**src/rtl/b_bus_mux_seq_pkg.sv**
```systemverilog
// B-bus source mux shared definitions:
// state encoding, slot map and default widths.
package bbus_pkg;

  localparam int BBUS_DATA_W  = 32;
  localparam int BBUS_NUM_SRC = 24;

  typedef enum logic [1:0] {
    ST_IDLE   = 2'd0,
    ST_SINGLE = 2'd1,
    ST_BURST  = 2'd2
  } bbus_st_t;

  localparam int SRC_MDR  = 1;
  localparam int SRC_K0   = 2;
  localparam int SRC_K1   = 3;
  localparam int SRC_K2   = 4;
  localparam int SRC_K3   = 5;
  localparam int SRC_K4   = 6;
  localparam int SRC_K5   = 7;
  localparam int SRC_K6   = 8;
  localparam int SRC_K7   = 9;
  localparam int SRC_K8   = 10;
  localparam int SRC_P1   = 11;
  localparam int SRC_P2   = 12;
  localparam int SRC_P3   = 13;
  localparam int SRC_DP   = 14;
  localparam int SRC_CV   = 15;
  localparam int SRC_I    = 16;
  localparam int SRC_MBRU = 17;
  localparam int SRC_PC   = 19;
  localparam int SRC_MAR  = 23;

endpackage

```
**src/rtl/b_bus_mux_seq_if.sv**
```systemverilog
// Request/stream bundle between control unit
// and the B-bus source mux.
interface b_bus_mux_seq_if #(
  parameter int DATA_W = 32,
  parameter int SEL_W  = 5,
  parameter int CNT_W  = 5
);
  logic              req_valid;
  logic              req_ready;
  logic              req_burst;
  logic [SEL_W-1:0]  req_sel;
  logic [CNT_W-1:0]  req_len;
  logic              hold;
  logic [DATA_W-1:0] bus_out;
  logic              bus_valid;
  logic              bus_last;
  logic              sel_err;
  logic              err_clr;

  modport master (
    output req_valid, req_burst, req_sel,
    output req_len, hold, err_clr,
    input  req_ready, bus_out, bus_valid,
    input  bus_last, sel_err
  );

  modport slave (
    input  req_valid, req_burst, req_sel,
    input  req_len, hold, err_clr,
    output req_ready, bus_out, bus_valid,
    output bus_last, sel_err
  );
endinterface

```
**src/rtl/bbus_src_select.sv**
```systemverilog
// Indexed read of the packed source slots;
// unmapped indices read as zero and flag oor.
module bbus_src_select #(
  parameter int DATA_W  = 32,
  parameter int NUM_SRC = 24,
  parameter int SEL_W   = 5
) (
  input  logic [NUM_SRC*DATA_W-1:0] src_flat,
  input  logic [SEL_W-1:0]          sel,
  output logic [DATA_W-1:0]         data,
  output logic                      oor
);

  logic hit;

  // one-hot style scan so no slice can run past src_flat
  always_comb begin
    data = '0;
    hit  = 1'b0;
    for (int i = 0; i < NUM_SRC; i++) begin
      if (sel == SEL_W'(i)) begin
        data = src_flat[i*DATA_W +: DATA_W];
        hit  = 1'b1;
      end
    end
    oor = ~hit;
  end

endmodule

```
**src/rtl/b_bus_mux_seq.sv**
```systemverilog
// Registered B-bus source mux with single reads
// and self-sequencing bursts over a slot range.
module b_bus_mux_seq
  import bbus_pkg::*;
#(
  parameter int DATA_W  = BBUS_DATA_W,
  parameter int NUM_SRC = BBUS_NUM_SRC,
  parameter int SEL_W   = 5,
  parameter int CNT_W   = 5
) (
  input  logic                      clk,
  input  logic                      rst,
  input  logic [NUM_SRC*DATA_W-1:0] src_flat,
  b_bus_mux_seq_if.slave            bif
);

  bbus_st_t          st_q, st_d;
  logic [SEL_W-1:0]  idx_q, idx_d;
  logic [CNT_W-1:0]  rem_q, rem_d;
  logic [DATA_W-1:0] out_q, out_d;
  logic              vld_q, vld_d;
  logic              lst_q, lst_d;
  logic              err_q, err_d;
  logic [DATA_W-1:0] word;
  logic              oor;

  bbus_src_select #(
    .DATA_W  (DATA_W),
    .NUM_SRC (NUM_SRC),
    .SEL_W   (SEL_W)
  ) u_sel (
    .src_flat (src_flat),
    .sel      (idx_q),
    .data     (word),
    .oor      (oor)
  );

  // next state, counters and output word
  always_comb begin
    st_d  = st_q;
    idx_d = idx_q;
    rem_d = rem_q;
    out_d = out_q;
    vld_d = 1'b0;
    lst_d = 1'b0;
    err_d = err_q & ~bif.err_clr;
    unique case (st_q)
      ST_IDLE: begin
        if (bif.req_valid) begin
          idx_d = bif.req_sel;
          rem_d = CNT_W'(1);
          if (bif.req_burst && bif.req_len != '0)
            rem_d = bif.req_len;
          st_d = bif.req_burst ? ST_BURST
                               : ST_SINGLE;
        end
      end
      ST_SINGLE, ST_BURST: begin
        if (bif.hold) begin
          vld_d = vld_q;
          lst_d = lst_q;
        end else begin
          out_d = word;
          vld_d = 1'b1;
          lst_d = (rem_q == CNT_W'(1));
          if (oor)
            err_d = 1'b1;
          idx_d = idx_q + SEL_W'(1);
          rem_d = rem_q - CNT_W'(1);
          if (lst_d)
            st_d = ST_IDLE;
        end
      end
      default: st_d = ST_IDLE;
    endcase
  end

  // state and output registers
  always_ff @(posedge clk or posedge rst) begin
    if (rst) begin
      st_q  <= ST_IDLE;
      idx_q <= '0;
      rem_q <= '0;
      out_q <= '0;
      vld_q <= 1'b0;
      lst_q <= 1'b0;
      err_q <= 1'b0;
    end else begin
      st_q  <= st_d;
      idx_q <= idx_d;
      rem_q <= rem_d;
      out_q <= out_d;
      vld_q <= vld_d;
      lst_q <= lst_d;
      err_q <= err_d;
    end
  end

  assign bif.req_ready = (st_q == ST_IDLE);
  assign bif.bus_out   = out_q;
  assign bif.bus_valid = vld_q;
  assign bif.bus_last  = lst_q;
  assign bif.sel_err   = err_q;

endmodule

```
**src/flat_wrapper.sv**
```systemverilog
// flat-port wrapper written by rule: the top's interface ports become plain ports
module b_bus_mux_seq_flat import bbus_pkg::*;
#(
  parameter int DATA_W  = BBUS_DATA_W,
  parameter int NUM_SRC = BBUS_NUM_SRC,
  parameter int SEL_W   = 5,
  parameter int CNT_W   = 5
)
  (clk, rst, src_flat, bif_req_valid, bif_req_burst, bif_req_sel, bif_req_len, bif_hold, bif_err_clr, bif_req_ready, bif_bus_out, bif_bus_valid, bif_bus_last, bif_sel_err);
  b_bus_mux_seq_if #(.DATA_W(DATA_W), .SEL_W(SEL_W), .CNT_W(CNT_W)) bif_i ();
  input  logic clk;
  input  logic rst;
  input  logic [NUM_SRC*DATA_W-1:0] src_flat;
  input wire logic [$bits(bif_i.req_valid)-1:0] bif_req_valid;
  input wire logic [$bits(bif_i.req_burst)-1:0] bif_req_burst;
  input wire logic [$bits(bif_i.req_sel)-1:0] bif_req_sel;
  input wire logic [$bits(bif_i.req_len)-1:0] bif_req_len;
  input wire logic [$bits(bif_i.hold)-1:0] bif_hold;
  input wire logic [$bits(bif_i.err_clr)-1:0] bif_err_clr;
  output wire logic [$bits(bif_i.req_ready)-1:0] bif_req_ready;
  output wire logic [$bits(bif_i.bus_out)-1:0] bif_bus_out;
  output wire logic [$bits(bif_i.bus_valid)-1:0] bif_bus_valid;
  output wire logic [$bits(bif_i.bus_last)-1:0] bif_bus_last;
  output wire logic [$bits(bif_i.sel_err)-1:0] bif_sel_err;
  assign bif_i.req_valid = bif_req_valid;
  assign bif_i.req_burst = bif_req_burst;
  assign bif_i.req_sel = bif_req_sel;
  assign bif_i.req_len = bif_req_len;
  assign bif_i.hold = bif_hold;
  assign bif_i.err_clr = bif_err_clr;
  assign bif_req_ready = bif_i.req_ready;
  assign bif_bus_out = bif_i.bus_out;
  assign bif_bus_valid = bif_i.bus_valid;
  assign bif_bus_last = bif_i.bus_last;
  assign bif_sel_err = bif_i.sel_err;
  b_bus_mux_seq #(.DATA_W(DATA_W), .NUM_SRC(NUM_SRC), .SEL_W(SEL_W), .CNT_W(CNT_W)) u_core (.clk(clk), .rst(rst), .src_flat(src_flat), .bif(bif_i));
endmodule
```
**config.mk**
```make
export PLATFORM = sky130hd
export DESIGN_NAME = b_bus_mux_seq_flat
export DESIGN_NICKNAME = d
export VERILOG_FILES = /design/src/rtl/b_bus_mux_seq_pkg.sv /design/src/rtl/b_bus_mux_seq_if.sv /design/src/rtl/bbus_src_select.sv /design/src/rtl/b_bus_mux_seq.sv /design/src/flat_wrapper.sv
export SDC_FILE = /design/constraint.sdc
export NUM_CORES = 1
export LEC_CHECK = 0
export BUFFER_PORTS_ARGS = -buffer_cell sky130_fd_sc_hd__buf_4
export CAP_MARGIN = 20
export CORE_AREA = 2 2 322 324
export CTS_CLUSTER_SIZE = 40
export DETAILED_ROUTE_END_ITERATION = 12
export DIE_AREA = 0 0 324 326
export PLACE_DENSITY = 0.31
export SYNTH_ARGS = -nofsm -noshare
export SYNTH_HDL_FRONTEND = slang
export SYNTH_SLANG_ARGS = --single-unit
export TNS_END_PERCENT = 30
```
**constraint.sdc**
```tcl
create_clock -name clk -period 4.9 [get_ports clk]
set_clock_uncertainty 0.2 [all_clocks]
set_input_delay 0.245 -clock clk [delete_from_list [all_inputs] [get_ports clk]]
set_output_delay 0.245 -clock clk [all_outputs]
set_load 0.02 [all_outputs]
```
==> flow_summary.json <==
{
  "htree_levels": 2,
  "min_path_type": "in -> reg",
  "reg2reg_depth": 7,
  "fp.dieW_um": 324,
  "cts_setup_buffers": 0,
  "grt.total_usage_pct": 24.1,
  "cap_violations": 0,
  "r2r_setup_slack_ns": 0.80,
  "hold-path-endpoint": "u_core.rem_q[1]$_DFFE_PP0P_",
  "synth_edf_count": 0,
  "netlist_area_sq_um": 9790,
  "drt-met1-wl_um": 56200,
  "worst_setup_path_start_kind": "flop",
  "clkTransAtPathRegs_ns": 0.09,
  "drt_iter0_drc": 2018,
  "num_io_pins": 820,
  "path_max_fanout": 36,
  "yosysWarnings": 0,
  "place_congestion": 0.875,
  "via_per_inst": 4.76,
  "synth_nets": 2301,
  "ir_drop_uv": 205,
  "antenna_found_initial": 42,
  "whs_ns": 0.0430,
  "r2r-end": "u_core.bif.bus_out[25]$_DFFE_PP0P_",
  "grt-ovfl-total": 0,
  "holdCritStartpoint": "bif_req_len[1]",
  "critPathSlowestCell": "nor2_2",
  "rsz0062_at_grt": "no",
  "finalHoldViolations": 0,
  "io_buffers": 819,
  "core_area_sq_um": 103000,
  "met2_length_um": 64400,
  "synthCells": 1508,
  "wl_met3_um": 9420,
  "cts-resized-gates": 0,
  "crit_top_cell": "o211ai_1",
  "ys_ff_latch": 47,
  "end_kind": "flop",
  "layout.nets": 3061,
  "drive_gt1_share_pct": 43.3,
  "clkLatencyLatePin_ns": 0.33,
  "cts_tree": "built",
  "fmax_ghz": 0.244,
  "crit_buf_inv": 1,
  "synth.top_cell.area_share_pct": 12.0,
  "async_flop_share_pct": 100,
  "slew_headroom_pct": 31.4,
  "crit_arrival_ns": 4.13,
  "num_vias": 17474,
  "ant_nets": 0,
  "wl_per_cell_um": 36.3,
  "power_density_nw_per_um2": 515,
  "setup_viol": 0,
  "required_ns": 4.93,
  "hold_path_depth": 3,
  "yosys-top-cells-area": "dfrtp_1, o21ai_0, a21oi_1",
  "status": "finished clean",
  "synth_top_cell_by_area": "dfrtp_1",
  "utilization_pct": 17.7,
  "dp_hpwl_um": 111000,
  "synthFlopType": "dfrtp_1",
  "p_leak_nw": 7.53,
  "tns_ns": 0,
  "numCtsBuffers": 5,
  "path_class": "reg -> reg",
  "root_buffer": "clkbuf_16",
  "cts_buffer_depth": 2,
  "grt_pass1_wl_um": 171000,
  "drc": 0,
  "critPathTopFamily": "simple AND/OR/NAND/NOR gates",
  "grt_start_max_net_pins": 48,
  "drt_first_pass_iters": 6,
  "critPathMaxStageDelay_ns": 0.82,
  "area_delta_synth_final_pct": 85.1,
  "period_minus_slack_ns": 4.10,
  "fillers": 11946,
  "routed.top_layer": "met5",
  "avgSynthCellArea_sq_um": 6.49,
  "rows": 118,
  "numClockSinks": 47,
  "period_share_pct": 83.8,
  "tightest_slew_ns": 1.00,
  "crit_chain": "nor2_2 > nand3_2 > buf_4 > o21ai_0 > o211ai_1 > o211ai_1 > nand3_1",
  "yosysSeqAreaShare_pct": 12.0,
  "routed_wl_um": 133000,
  "synth_most_common_cell": "o21ai_0",
  "die_h_um": 326,
  "dieArea_sq_um": 106000,
  "grt_pass1_vias": 18331,
  "worstReg2RegStart": "u_core.idx_q[2]$_DFFE_PP0P_",
  "initial_core_util_pct": 9.54,
  "slew_violations": 0,
  "synth_commonest_cells": "o21ai_0, nor2_1, a21oi_1",
  "synthDistinctLibCells": 81
}
## power by group
group          internal, W  leakage, nW  total, W  switching [W]
clock network     0.000192       0.0670  0.000437       0.000245
logic              0.00266         6.90   0.00804        0.00538
registers         0.000568        0.567  0.000853       0.000285
## worst register-to-register path, cell delays in order, from the launching register on
cell	delay (ns)
dfrtp_2	0.69
nor2_2	0.83
nand3_2	0.69
buf_4	0.49
o21ai_0	0.50
o211ai_1	0.26
o211ai_1	0.25
nand3_1	0.09
## state kept, by name, indices dropped and copies added, names as in the netlist
| name | flops |
|---|---|
| u_core.bif.bus_out | 32 |
| u_core.idx_q | 5 |
| u_core.rem_q | 5 |
| u_core.st_q | 2 |
| u_core.bif.bus_last | 1 |
| u_core.bif.bus_valid | 1 |
| u_core.bif.sel_err | 1 |
## cells by family after synthesis
family / synth area share (%)
and+or+nand+nor: 26.5
muxes: 0.422
adders and majority gates: 1.15
AOI/OAI and AO/OA: 51.5
buffers and inverters: 8.38
DFF: 12.0
## final cells by class
class	count	area [sq um]	area share (%)
clock buffer	6	129	0.711
timing repair buffer	919	6930	38.3
clock inverter	2	12.5	0.0691
tap	1380	1730	9.53
multi-input combinational	1275	8010	44.2
inverter	20	76.3	0.421
antenna	20	50.0	0.276
sequential	47	1180	6.53
## routing by layer
layer	track usage, %	vias up
li1	-	7492
met1	30.4	8778
met2	41.4	1029
met3	5.13	155
met4	5.93	20
met5	0	-
## metrics by stage
| step | area [sq um] | total power, W | setup slack [ns] | std cells |
|---|---|---|---|---|
| floorplan | 9790 | 0.00477 | 1.45 | 1508 |
| global placement | 17800 | 0.00890 | 0.828 | 3631 |
| detailed placement | 17800 | 0.00892 | 0.740 | 3631 |
| CTS | 18100 | 0.00940 | 0.725 | 3648 |
| global route | 18100 | 0.00988 | 0.562 | 3658 |
| finish | 18100 | 0.00933 | 0.796 | 3669 |
## worst max path at each step
stage,startpoint,to,slack (ns),cells after the start
finish,u_core.idx_q[2]$_DFFE_PP0P_,u_core.bif.bus_out[25]$_DFFE_PP0P_,0.80,7
global route,u_core.idx_q[2]$_DFFE_PP0P_,u_core.bif.bus_out[25]$_DFFE_PP0P_,0.56,7
CTS,u_core.idx_q[2]$_DFFE_PP0P_,u_core.bif.bus_out[25]$_DFFE_PP0P_,0.73,7
detailed placement,u_core.idx_q[2]$_DFFE_PP0P_,u_core.bif.bus_out[25]$_DFFE_PP0P_,0.74,7
global placement,u_core.idx_q[2]$_DFFE_PP0P_,u_core.bif.bus_out[25]$_DFFE_PP0P_,0.83,7
floorplan,u_core.idx_q[0]$_DFFE_PP0P_,u_core.bif.bus_out[31]$_DFFE_PP0P_,1.45,15
## cell usage in the layout (no fill, tap or decap), types with 7 or more instances in the layout
cell / netlist / layout
a222oi_1: 12 / 12
nor2b_1: 11 / 9
and3_1: 13 / 13
o21ai_0: 184 / 183
nand3_1: 52 / 50
nand2b_1: 16 / 15
dlygate4sd3_1: 0 / 9
a32oi_1: 13 / 13
a2bb2oi_1: 10 / 10
a211oi_1: 19 / 19
a221oi_1: 67 / 67
a21oi_1: 163 / 162
buf_4: 8 / 908
a31oi_1: 24 / 24
nor3_1: 22 / 22
o21a_1: 16 / 16
nand2_1: 123 / 122
o31a_1: 10 / 10
dfrtp_1: 47 / 44
nor2_4: 0 / 8
o22a_1: 16 / 16
inv_1: 18 / 17
or3_1: 19 / 19
o2bb2ai_1: 9 / 9
or4_1: 18 / 18
a221o_1: 18 / 18
o211ai_1: 15 / 15
diode_2: 0 / 20
a311oi_1: 9 / 9
nor2_1: 168 / 161
o21ai_1: 16 / 16
o22ai_1: 24 / 24
o221ai_1: 45 / 45
a22oi_1: 27 / 27
nor4_1: 15 / 15
a21o_1: 7 / 7
a22o_1: 10 / 10
## timing repair
action	in CTS	in global routing
endpoints found under the hold margin	9	0
endpoints found under the setup margin	0	0
hold buffers	9	0
Note: power is estimated with default switching activity, not from simulation.
